--- src/rtl/obw_meas_ctrl.sv ---
// obw_meas_ctrl: sequencer for one occupied-bandwidth measurement.
// Accepts a request, runs the left-edge finder, then the right-edge finder.
// It captures both edge bins and presents bandwidth and status on a valid/ready result port.
// Optional feature macro: OBW_TIMEOUT_EN bounds each finder wait to TIMEOUT_CYCLES.
// When the wait expires, the result is reported as a timeout (err=11).
module obw_meas_ctrl #(
  parameter int unsigned FREQ_BIN_WIDTH = 9,
  parameter int unsigned ACCUM_WIDTH    = 16,
  parameter int unsigned TIMEOUT_CYCLES = 64
) (
  input  logic                      clk_i,
  input  logic                      rst_i,
  input  logic                      req_valid_i,
  output logic                      req_ready_o,
  input  logic                      abort_i,
  output logic                      l_start_o,
  input  logic                      l_valid_i,
  input  logic [FREQ_BIN_WIDTH-1:0] l_f1_i,
  input  logic [FREQ_BIN_WIDTH-1:0] l_f2_i,
  input  logic [ACCUM_WIDTH-1:0]    l_L2_i,
  output logic                      r_start_o,
  input  logic                      r_valid_i,
  input  logic [FREQ_BIN_WIDTH-1:0] r_f1_i,
  input  logic [FREQ_BIN_WIDTH-1:0] r_f2_i,
  input  logic [ACCUM_WIDTH-1:0]    r_L1_i,
  output logic                      res_valid_o,
  input  logic                      res_ready_i,
  output logic [FREQ_BIN_WIDTH-1:0] res_f_left_o,
  output logic [FREQ_BIN_WIDTH-1:0] res_f_right_o,
  output logic [FREQ_BIN_WIDTH:0]   res_bw_o,
  output logic [1:0]                res_err_o,
  output logic                      busy_o
);

  localparam int unsigned BW_W = FREQ_BIN_WIDTH + 1;

  localparam logic [1:0] ERR_OK       = 2'b00;
  localparam logic [1:0] ERR_NOT_FND  = 2'b01;
  localparam logic [1:0] ERR_INVERTED = 2'b10;
`ifdef OBW_TIMEOUT_EN
  localparam logic [1:0] ERR_TIMEOUT  = 2'b11;
`endif

  typedef enum logic [2:0] {
    IDLE    = 3'd0,
    START_L = 3'd1,
    WAIT_L  = 3'd2,
    START_R = 3'd3,
    WAIT_R  = 3'd4,
    CALC    = 3'd5,
    HOLD    = 3'd6
  } state_t;

  state_t state;

  logic [FREQ_BIN_WIDTH-1:0] l_f1_q, l_f2_q, r_f1_q, r_f2_q;
  logic [ACCUM_WIDTH-1:0]    l_L2_q, r_L1_q;

  logic            l_not_found, r_not_found, edges_inverted;
  logic [BW_W-1:0] calc_bw;
  logic            unused_ok;

  // Result evaluation from the captured crossings (a finder with no crossing reports f1==f2==0)
  assign l_not_found    = (l_f1_q == '0) && (l_f2_q == '0);
  assign r_not_found    = (r_f1_q == '0) && (r_f2_q == '0);
  assign edges_inverted = r_f1_q < l_f2_q;
  assign calc_bw        = BW_W'(r_f1_q) - BW_W'(l_f2_q) + BW_W'(1);

`ifdef OBW_TIMEOUT_EN
  localparam int unsigned CNT_W = $clog2(TIMEOUT_CYCLES + 1);
  logic [CNT_W-1:0] wait_cnt;
  logic             wait_expired;

  // Last permitted wait cycle: this is the TIMEOUT_CYCLES-th cycle spent in the wait state
  assign wait_expired = (wait_cnt == CNT_W'(TIMEOUT_CYCLES - 1));

  // Edge powers are captured for observability only; bandwidth uses bins alone
  assign unused_ok = ^{l_L2_q, r_L1_q};
`else
  // Edge powers are captured for observability only; timeout depth is inert in this build
  assign unused_ok = ^{l_L2_q, r_L1_q, 32'(TIMEOUT_CYCLES)};
`endif

  // Measurement sequencer with registered handshake, start-pulse and result outputs
  always_ff @(posedge clk_i) begin
    if (rst_i) begin
      state         <= IDLE;
      req_ready_o   <= 1'b1;
      busy_o        <= 1'b0;
      l_start_o     <= 1'b0;
      r_start_o     <= 1'b0;
      res_valid_o   <= 1'b0;
      res_f_left_o  <= '0;
      res_f_right_o <= '0;
      res_bw_o      <= '0;
      res_err_o     <= ERR_OK;
      l_f1_q        <= '0;
      l_f2_q        <= '0;
      l_L2_q        <= '0;
      r_f1_q        <= '0;
      r_f2_q        <= '0;
      r_L1_q        <= '0;
`ifdef OBW_TIMEOUT_EN
      wait_cnt      <= '0;
`endif
    end else begin
      l_start_o <= 1'b0;
      r_start_o <= 1'b0;
      unique case (state)
        IDLE: begin
          if (req_valid_i && req_ready_o) begin
            state       <= START_L;
            l_start_o   <= 1'b1;
            req_ready_o <= 1'b0;
            busy_o      <= 1'b1;
          end
        end
        START_L: begin
          if (abort_i) begin
            state       <= IDLE;
            req_ready_o <= 1'b1;
            busy_o      <= 1'b0;
          end else begin
            state <= WAIT_L;
`ifdef OBW_TIMEOUT_EN
            wait_cnt <= '0;
`endif
          end
        end
        WAIT_L: begin
          if (abort_i) begin
            state       <= IDLE;
            req_ready_o <= 1'b1;
            busy_o      <= 1'b0;
          end else if (l_valid_i) begin
            l_f1_q    <= l_f1_i;
            l_f2_q    <= l_f2_i;
            l_L2_q    <= l_L2_i;
            state     <= START_R;
            r_start_o <= 1'b1;
          end
`ifdef OBW_TIMEOUT_EN
          else if (wait_expired) begin
            state         <= HOLD;
            res_valid_o   <= 1'b1;
            res_err_o     <= ERR_TIMEOUT;
            res_bw_o      <= '0;
            res_f_left_o  <= '0;
            res_f_right_o <= '0;
          end else begin
            wait_cnt <= wait_cnt + CNT_W'(1);
          end
`endif
        end
        START_R: begin
          if (abort_i) begin
            state       <= IDLE;
            req_ready_o <= 1'b1;
            busy_o      <= 1'b0;
          end else begin
            state <= WAIT_R;
`ifdef OBW_TIMEOUT_EN
            wait_cnt <= '0;
`endif
          end
        end
        WAIT_R: begin
          if (abort_i) begin
            state       <= IDLE;
            req_ready_o <= 1'b1;
            busy_o      <= 1'b0;
          end else if (r_valid_i) begin
            r_f1_q <= r_f1_i;
            r_f2_q <= r_f2_i;
            r_L1_q <= r_L1_i;
            state  <= CALC;
          end
`ifdef OBW_TIMEOUT_EN
          else if (wait_expired) begin
            state         <= HOLD;
            res_valid_o   <= 1'b1;
            res_err_o     <= ERR_TIMEOUT;
            res_bw_o      <= '0;
            res_f_left_o  <= '0;
            res_f_right_o <= '0;
          end else begin
            wait_cnt <= wait_cnt + CNT_W'(1);
          end
`endif
        end
        CALC: begin
          if (abort_i) begin
            state       <= IDLE;
            req_ready_o <= 1'b1;
            busy_o      <= 1'b0;
          end else begin
            state         <= HOLD;
            res_valid_o   <= 1'b1;
            res_f_left_o  <= l_f2_q;
            res_f_right_o <= r_f1_q;
            if (l_not_found || r_not_found) begin
              res_err_o <= ERR_NOT_FND;
              res_bw_o  <= '0;
            end else if (edges_inverted) begin
              res_err_o <= ERR_INVERTED;
              res_bw_o  <= '0;
            end else begin
              res_err_o <= ERR_OK;
              res_bw_o  <= calc_bw;
            end
          end
        end
        HOLD: begin
          if (res_ready_i) begin
            state       <= IDLE;
            res_valid_o <= 1'b0;
            req_ready_o <= 1'b1;
            busy_o      <= 1'b0;
          end
        end
        default: begin
          state       <= IDLE;
          res_valid_o <= 1'b0;
          req_ready_o <= 1'b1;
          busy_o      <= 1'b0;
        end
      endcase
    end
  end

endmodule
--- config.mk ---
export PLATFORM = sky130hd
export DESIGN_NAME = obw_meas_ctrl
export DESIGN_NICKNAME = d
export VERILOG_FILES = /design/src/rtl/obw_meas_ctrl.sv
export SDC_FILE = /design/constraint.sdc
export NUM_CORES = 1
export LEC_CHECK = 0
export ABC_AREA = 1
export CAP_MARGIN = 5
export CELL_PAD_IN_SITES_DETAIL_PLACEMENT = 0
export CELL_PAD_IN_SITES_GLOBAL_PLACEMENT = 1
export CORE_UTILIZATION = 35
export CTS_CLUSTER_SIZE = 16
export DETAILED_ROUTE_END_ITERATION = 10
export GPL_ROUTABILITY_DRIVEN = 0
export GPL_TIMING_DRIVEN = 0
export HOLD_SLACK_MARGIN = 0.02
export PLACE_DENSITY = 0.82
export SETUP_SLACK_MARGIN = 0.5
export SLEW_MARGIN = 20
export SYNTH_ARGS = -nofsm -noshare
export SYNTH_HDL_FRONTEND = slang
export SYNTH_SLANG_ARGS = --single-unit
--- constraint.sdc ---
create_clock -name clk_i -period 3.44 [get_ports clk_i]
set_clock_uncertainty 0.05 [all_clocks]
set_input_delay 0.86 -clock clk_i [delete_from_list [all_inputs] [get_ports clk_i]]
set_output_delay 0.86 -clock clk_i [all_outputs]
set_load 0.05 [all_outputs]
==> metrics.csv, run 1 <==
stage,metric,value,unit
synth,"Async S/R FF share, synth",0,
critical_path,RR Endpoint,res_bw_o[7],
critical_path,worst reg-to-reg path cell count,9,
cts,maximum clock insertion buffer count,2,
routing,detailed-route via count,3219,
global_routing,first-pass GRT wire length,14400,µm
cts,htree depth,3,
routing,DR vias/cell,4.61,
routing,DR WL/cell,12.8,µm
timing,Slew HR,0.639,
critical_path,Worst setup SP type,flop,
synth,Synth top area share,0.419,
synth,"Avg Cell Area, Syn",7.44,µm²
pwr,"IR drop worst, VDD",0.000223,V
critical_path,Worst EP arrival,1.55,ns
die,core footprint,0.00977,mm²
cts,cts hold-fix bufs,0,
critical_path,worst path buffer plus inverter count,1,
routing,drt total wl,8920,µm
synth,"EDFF count, synth",0,
pwr,leakage,2.01,nW
layout,# fillers,1047,
synth,post-synthesis sequential area ratio,0.419,
critical_path,Crit path max-delay family,buffers and inverters,
worst_hold_path,worst hold path class,reg -> reg,
cts,CTS root buf,clkbuf_8,
die,Die Y,102,µm
global_routing,grt ovf,0,
synth,number of distinct library cells after synthesis,35,
layout,synthesis-to-finish area growth,31.4,%
critical_path,FF-to-FF setup slack,1.31,ns
cts,cts bufs inserted,9,
synth,synth top area cells,"dfxtp_1 42%, nor2_1 8.5%, o21ai_0 8.1%, nand2_1 7.8%, ha_1 6.7%",
die,chip width,102,µm
cts,Worst-path clk slew,0.08,ns
critical_path,R2R Path Start,r_f1_q[3],
routing,final routed DRC violation total,0,
layout,share of cells above drive strength 1,0.0742,
synth,Yosys warning total,0,
synth,syn nets,572,
timing,Worst Tran Pin Value,0.541,ns
critical_path,critical-path maximum fanout,2,
die,Row Count,36,
critical_path,slowest cell delay on critical path,0.82,ns
critical_path,CP Capture Type,primary output,
die,I/O pin total,110,
worst_hold_path,Worst Hold End,r_f2_q[6],
cts,worst skew pair latency,0.35,ns
timing,# setup viols final,0,
placed_design,Port Buf Inserts,76,
layout,# nets final,659,
cts,CTS tree,built,
timing,fmax,0.407,GHz
critical_path,Setup crit start,res_f_right_o[1],
timing,final worst path period share,0.714,
critical_path,worst path cell trace,clkdlybuf4s50_1,
synth,Syn Std Cell Area,0.00353,mm²
global_routing,vias in the first global route,3007,
job,Max-Cap Viols,0,
timing,Min Hold Slack,0.398,ns
worst_hold_path,worst hold path depth,2,
layout,# diodes,0,
global_routing,largest net degree at the start of global routing,13,
synth,Synth area leader,dfxtp_1,
die,total die area,0.0105,mm²
synth,"flops & latches, synth",74,
routing,drt pass-1 iters,5,
pwr,P per Cell Area,575,mW/mm²
timing,Final Hold Vio Count,0,
timing,min cycle time layout,2.46,ns
run_status,outcome,finished clean,
synth,top_reg_cell synth,dfxtp_1,
placed_design,post-DP HPWL,6900,µm
synth,Syn Inst Count,475,
global_routing,initial antenna violation count,0,
critical_path,CP max-delay cell,clkdlybuf4s50_1,
cts,post-CTS setup buffers,0,
die,Initial Util,0.361,
critical_path,WP data required,2.53,ns
synth,cell with the most instances after synthesis,nor2_1,
synth,Synth top cells by count,"80 x nor2_1, 74 x dfxtp_1, 73 x nand2_1",
global_routing,Total GRT Usage,0.180,
cts,post-CTS sizing,0,
routing,initial drt markers,104,
routing,Antenna Nets Post-Route,0,
timing,Pins Over Slew Limit,0,
worst_hold_path,hold_sp,r_f2_q[6],
timing,setup TNS,0,ns
cts,clk sinks,74,
timing,setup repair after global routing missed its margin,false,
critical_path,WS Path Type,reg -> out,
## logic make-up after synthesis
group                      after synthesis  synth area share
xor gates and xnor gates                 3           0.00744
buffers and inverters                   73            0.0864
and+or+nand+nor                        188             0.229
AOI/OAI and AO/OA                      115             0.174
adders and majority gates               22            0.0843
DFF                                     74             0.419
## cell type report
type,count,area [µm²],share of cell area
flip-flops and latches,74,1480,0.319
multi-input cells,328,1750,0.376
well taps,133,166,0.0358
plain buffers,16,88.8,0.0191
clock inverters,5,56.3,0.0121
inverters,57,216,0.0466
repair buffers,76,761,0.164
clock buffers,10,128,0.0275
## where the power goes
group / total, W / internal (W) / switching (W)
combinational: 0.00101 / 0.000373 / 0.000634
sequential: 0.00100 / 0.000939 / 0.0000623
clock: 0.000663 / 0.000330 / 0.000333
## cell usage in the layout (no fill, tap or decap), types with 4 or more instances in the layout
cell type | Yosys | final
inv_1 | 50 | 50
ha_1 | 19 | 19
nor2_4 | 4 | 4
clkdlybuf4s50_1 | 0 | 76
nor3_1 | 5 | 5
inv_2 | 6 | 6
clkbuf_1 | 8 | 9
clkbuf_8 | 0 | 9
o21ai_0 | 57 | 57
nand3_1 | 11 | 11
o211ai_1 | 4 | 4
buf_2 | 4 | 4
nand2_1 | 73 | 73
nand4_1 | 5 | 5
a21oi_1 | 47 | 47
dfxtp_1 | 74 | 74
nor2_1 | 80 | 80
## worst max path at each step
stage                                   to  slack (ns)  cells past startpoint
final                     res_f_right_o[1]        0.98                      1
after global routing           res_bw_o[9]        0.95                      1
after CTS                      res_bw_o[9]        0.98                      1
after detailed placement         r_f1_q[0]        0.87                      8
after global placement           r_f1_q[0]        0.90                      8
after floorplan                res_bw_o[9]        1.59                     10
## flip-flops by register name, summed over array words and instances (netlist names)
signal,count
l_f2_q,9
l_f1_q,9
res_err_o,2
r_start_o,1
res_valid_o,1
r_f2_q,9
res_f_right_o,9
res_bw_o,10
state,3
req_ready_o,1
l_start_o,1
busy_o,1
res_f_left_o,9
r_f1_q,9
## stage by stage
stage | setup slack (ns) | total power, W | instances | utilization | instance area [µm²]
finish | 0.984 | 0.00267 | 699 | 0.475 | 4640
global route | 0.950 | 0.00286 | 699 | 0.475 | 4640
CTS | 0.985 | 0.00268 | 699 | 0.475 | 4640
detailed placement | 0.869 | 0.00202 | 684 | 0.456 | 4460
global placement | 0.899 | 0.00201 | 684 | 0.456 | 4460
floorplan | 1.59 | 0.00176 | 475 | - | 3530
## tightest hold or removal path: stages (launching register included)
cell and delay (ns):
dfxtp_1 0.31, inv_1 0.05, a21oi_1 0.05
## layer usage
| metal | track usage | up-vias | wire length [µm] |
|---|---|---|---|
| met5 | 0 | - | 0 |
| met2 | 0.296 | 76 | 4060 |
| met4 | 0.0495 | 0 | 80 |
| met1 | 0.237 | 1432 | 4340 |
| li1 | - | 1704 | - |
| met3 | 0.0390 | 7 | 442 |
Power figures use the tool's default switching activity.
==> run 2: changes to the inputs <==
--- a/config.mk
+++ b/config.mk
@@ -9,13 +9,13 @@
 export CAP_MARGIN = 5
 export CELL_PAD_IN_SITES_DETAIL_PLACEMENT = 0
 export CELL_PAD_IN_SITES_GLOBAL_PLACEMENT = 1
-export CORE_UTILIZATION = 35
+export CORE_UTILIZATION = 30
 export CTS_CLUSTER_SIZE = 16
 export DETAILED_ROUTE_END_ITERATION = 10
 export GPL_ROUTABILITY_DRIVEN = 0
 export GPL_TIMING_DRIVEN = 0
 export HOLD_SLACK_MARGIN = 0.02
-export PLACE_DENSITY = 0.82
+export PLACE_DENSITY = 0.75
 export SETUP_SLACK_MARGIN = 0.5
 export SLEW_MARGIN = 20
 export SYNTH_ARGS = -nofsm -noshare
==> constraint.sdc (replaced) <==
create_clock -name clk_i -period 1.98 [get_ports clk_i]
set_clock_uncertainty 0.05 [all_clocks]
set_input_delay 0.495 -clock clk_i [delete_from_list [all_inputs] [get_ports clk_i]]
set_output_delay 0.495 -clock clk_i [all_outputs]
set_load 0.05 [all_outputs]
==> metrics.csv, run 2 (same netlist as run 1, synthesis figures left out) <==
stage,metric,value,unit,change
run_status,outcome,finished clean,,unchanged
placed_design,post-DP HPWL,7260,µm,was 6900 µm
critical_path,worst reg-to-reg path cell count,14,,was 9
layout,synthesis-to-finish area growth,48.1,%,was 31.4%
timing,Min Hold Slack,0.395,ns,was 0.398 ns
worst_hold_path,hold_sp,r_f2_q[7],,was r_f2_q[6]
cts,Worst-path clk slew,0.06,ns,was 0.08 ns
critical_path,CP Capture Type,flop,,was primary output
timing,setup repair after global routing missed its margin,true,,was false
timing,Worst Tran Pin Value,0.525,ns,was 0.541 ns
timing,# setup viols final,0,,unchanged
routing,drt total wl,9920,µm,was 8920 µm
placed_design,placed instance area,0.00457,mm²,was 0.00446 mm²
timing,final worst slack,0.110,ns,was 0.984 ns
routing,final routed DRC violation total,0,,unchanged
routing,detailed-route via count,3376,,was 3219
die,I/O pin total,110,,unchanged
cts,CTS tree,built,,unchanged
die,core footprint,0.0115,mm²,was 0.00977 mm²
worst_hold_path,Worst Hold End,r_f2_q[7],,was r_f2_q[6]
timing,Final Hold Vio Count,0,,unchanged
critical_path,R2R Path Start,l_f2_q[2],,was r_f1_q[3]
global_routing,largest net degree at the start of global routing,15,,was 13
cts,worst skew pair latency,0.34,ns,was 0.35 ns
critical_path,Worst EP arrival,2.08,ns,was 1.55 ns
cts,clk sinks,74,,unchanged
global_routing,Total GRT Usage,0.166,,was 0.180
die,Die Y,111,µm,was 102 µm
pwr,leakage,2.29,nW,was 2.01 nW
cts,htree depth,3,,unchanged
layout,"commonest non-fill, non-tap cell in the layout",nor2_1,,unchanged
layout,# nets final,681,,was 659
timing,Pins Over Slew Limit,0,,unchanged
die,total die area,0.0122,mm²,was 0.0105 mm²
global_routing,first-pass GRT wire length,16100,µm,was 14400 µm
layout,Largest Register,res_bw_o,,unchanged
critical_path,FF-to-FF setup slack,0.11,ns,was 1.31 ns
worst_hold_path,worst hold path depth,2,,unchanged
timing,min cycle time layout,1.87,ns,
timing,final worst path period share,0.944,,
routing,DR WL/cell,13.6,µm,was 12.8 µm
critical_path,RR Endpoint,res_bw_o[9],,was res_bw_o[7]
layout,most frequent cells in the layout,"74 x nor2_1, 62 x nand2_1, 59 x dfxtp_1",,"was 80 x nor2_1, 76 x clkdlybuf4s50_1, 74 x dfxtp_1"
worst_hold_path,worst hold path class,reg -> reg,,unchanged
layout,share of cells above drive strength 1,0.314,,was 0.0742
layout,"Design Area, Final",0.00523,mm²,was 0.00464 mm²
global_routing,initial antenna violation count,0,,unchanged
die,chip width,111,µm,was 102 µm
placed_design,Placed Cells,694,,was 684
cts,CTS root buf,clkbuf_16,,was clkbuf_8
routing,DR vias/cell,4.61,,about the same
critical_path,WP data required,2.19,ns,was 2.53 ns
job,Max-Cap Viols,0,,unchanged
cts,cts bufs inserted,9,,unchanged
routing,drt pass-1 iters,4,,was 5
timing,Slew HR,0.650,,was 0.639
pwr,P per Cell Area,1080,mW/mm²,was 575 mW/mm²
critical_path,WS Path Type,reg -> reg,,was reg -> out
layout,max FFs per register,10,,unchanged
routing,Antenna Nets Post-Route,0,,unchanged
global_routing,grt ovf,0,,unchanged
placed_design,Port Buf Inserts,76,,unchanged
die,Row Count,39,,was 36
placed_design,dpl ws,-0.184,ns,was 0.869 ns
critical_path,Worst setup SP type,flop,,unchanged
critical_path,critical-path maximum fanout,4,,was 2
pwr,"IR drop worst, VDD",0.000571,V,was 0.000223 V
die,Initial Util,0.308,,was 0.361
global_routing,vias in the first global route,3276,,was 3007
layout,# fillers,1156,,was 1047
timing,fmax,0.535,GHz,
routing,initial drt markers,121,,was 104
layout,# diodes,0,,unchanged
cts,maximum clock insertion buffer count,2,,unchanged
layout,"non-filler cells, final",732,,was 699
## run 2: cell types whose count changed in the layout (fill, tap and decap cells not counted), moves of 10 or more
cell,previous run,this run
clkdlybuf4s50_1,76,38
inv_1,50,32
o21ai_0,57,46
inv_4,1,11
nand2_1,73,62
dfxtp_1,74,59
buf_4,0,43
ha_1,19,8
## run 2: through the flow
step	TNS, ns	utilization	power, W
finish	0	0.456	0.00562
global route	0	0.456	0.00598
CTS	0	0.439	0.00545
detailed placement	-3.52	0.398	0.00359
global placement	-2.84	0.398	0.00357
floorplan	0	-	0.00312
## run 2: cell type report
class / instances / area [µm²] / share of cell area
clock buffer: 10 / 239 / 0.0457
sequential: 74 / 1520 / 0.290
inverter: 57 / 241 / 0.0462
multi-input combinational: 328 / 2020 / 0.386
clock inverter: 6 / 73.8 / 0.0141
timing repair inverter: 1 / 7.51 / 0.00144
tap: 143 / 179 / 0.0342
buffer: 16 / 113 / 0.0215
timing repair buffer: 97 / 842 / 0.161
## run 2: metal layers
layer / GRT usage / part of all wire / up-vias
met5: 0 / 0 / -
met4: 0.0533 / 0.011 / 0
met3: 0.0335 / 0.038 / 9
met2: 0.273 / 0.47 / 75
met1: 0.217 / 0.48 / 1530
li1: - / - / 1762
## run 2: what timing repair did
action                                  4_1_cts  5_1_grt
gates cloned                                  1        0
gates resized for setup                     252       69
setup buffers                                15        6
hold buffers                                  0        0
endpoints found under the setup margin      105       72
pin swaps                                    33       30
## run 2: worst max path at each step
stage | cells past startpoint | startpoint | end
finish | 14 | l_f2_q[2] | res_bw_o[9]
global route | 14 | l_f2_q[2] | res_bw_o[9]
CTS | 9 | l_f2_q[5] | res_bw_o[7]
detailed placement | 8 | abort_i | res_bw_o[6]
global placement | 8 | abort_i | res_bw_o[7]
floorplan | 10 | l_f2_q[5] | res_bw_o[9]
## run 2: report_power, final
| part | switching (W) | internal, W | leakage [nW] |
|---|---|---|---|
| registers | 0.000134 | 0.00165 | 0.607 |
| logic | 0.00127 | 0.000869 | 1.54 |
| clock network | 0.000679 | 0.00103 | 0.147 |
## run 2: worst max-delay path, stage by stage (launching register included)
cell     delay [ns]
dfxtp_2        0.34
inv_4          0.04
ha_4           0.30
nand2_4        0.07
and2_4         0.15
ha_2           0.16
inv_2          0.06
nand2_4        0.06
nand2_2        0.07
nand2_2        0.07
nand2_2        0.07
nand2_1        0.05
nand2_1        0.05
nand4_1        0.09
a21oi_1        0.17
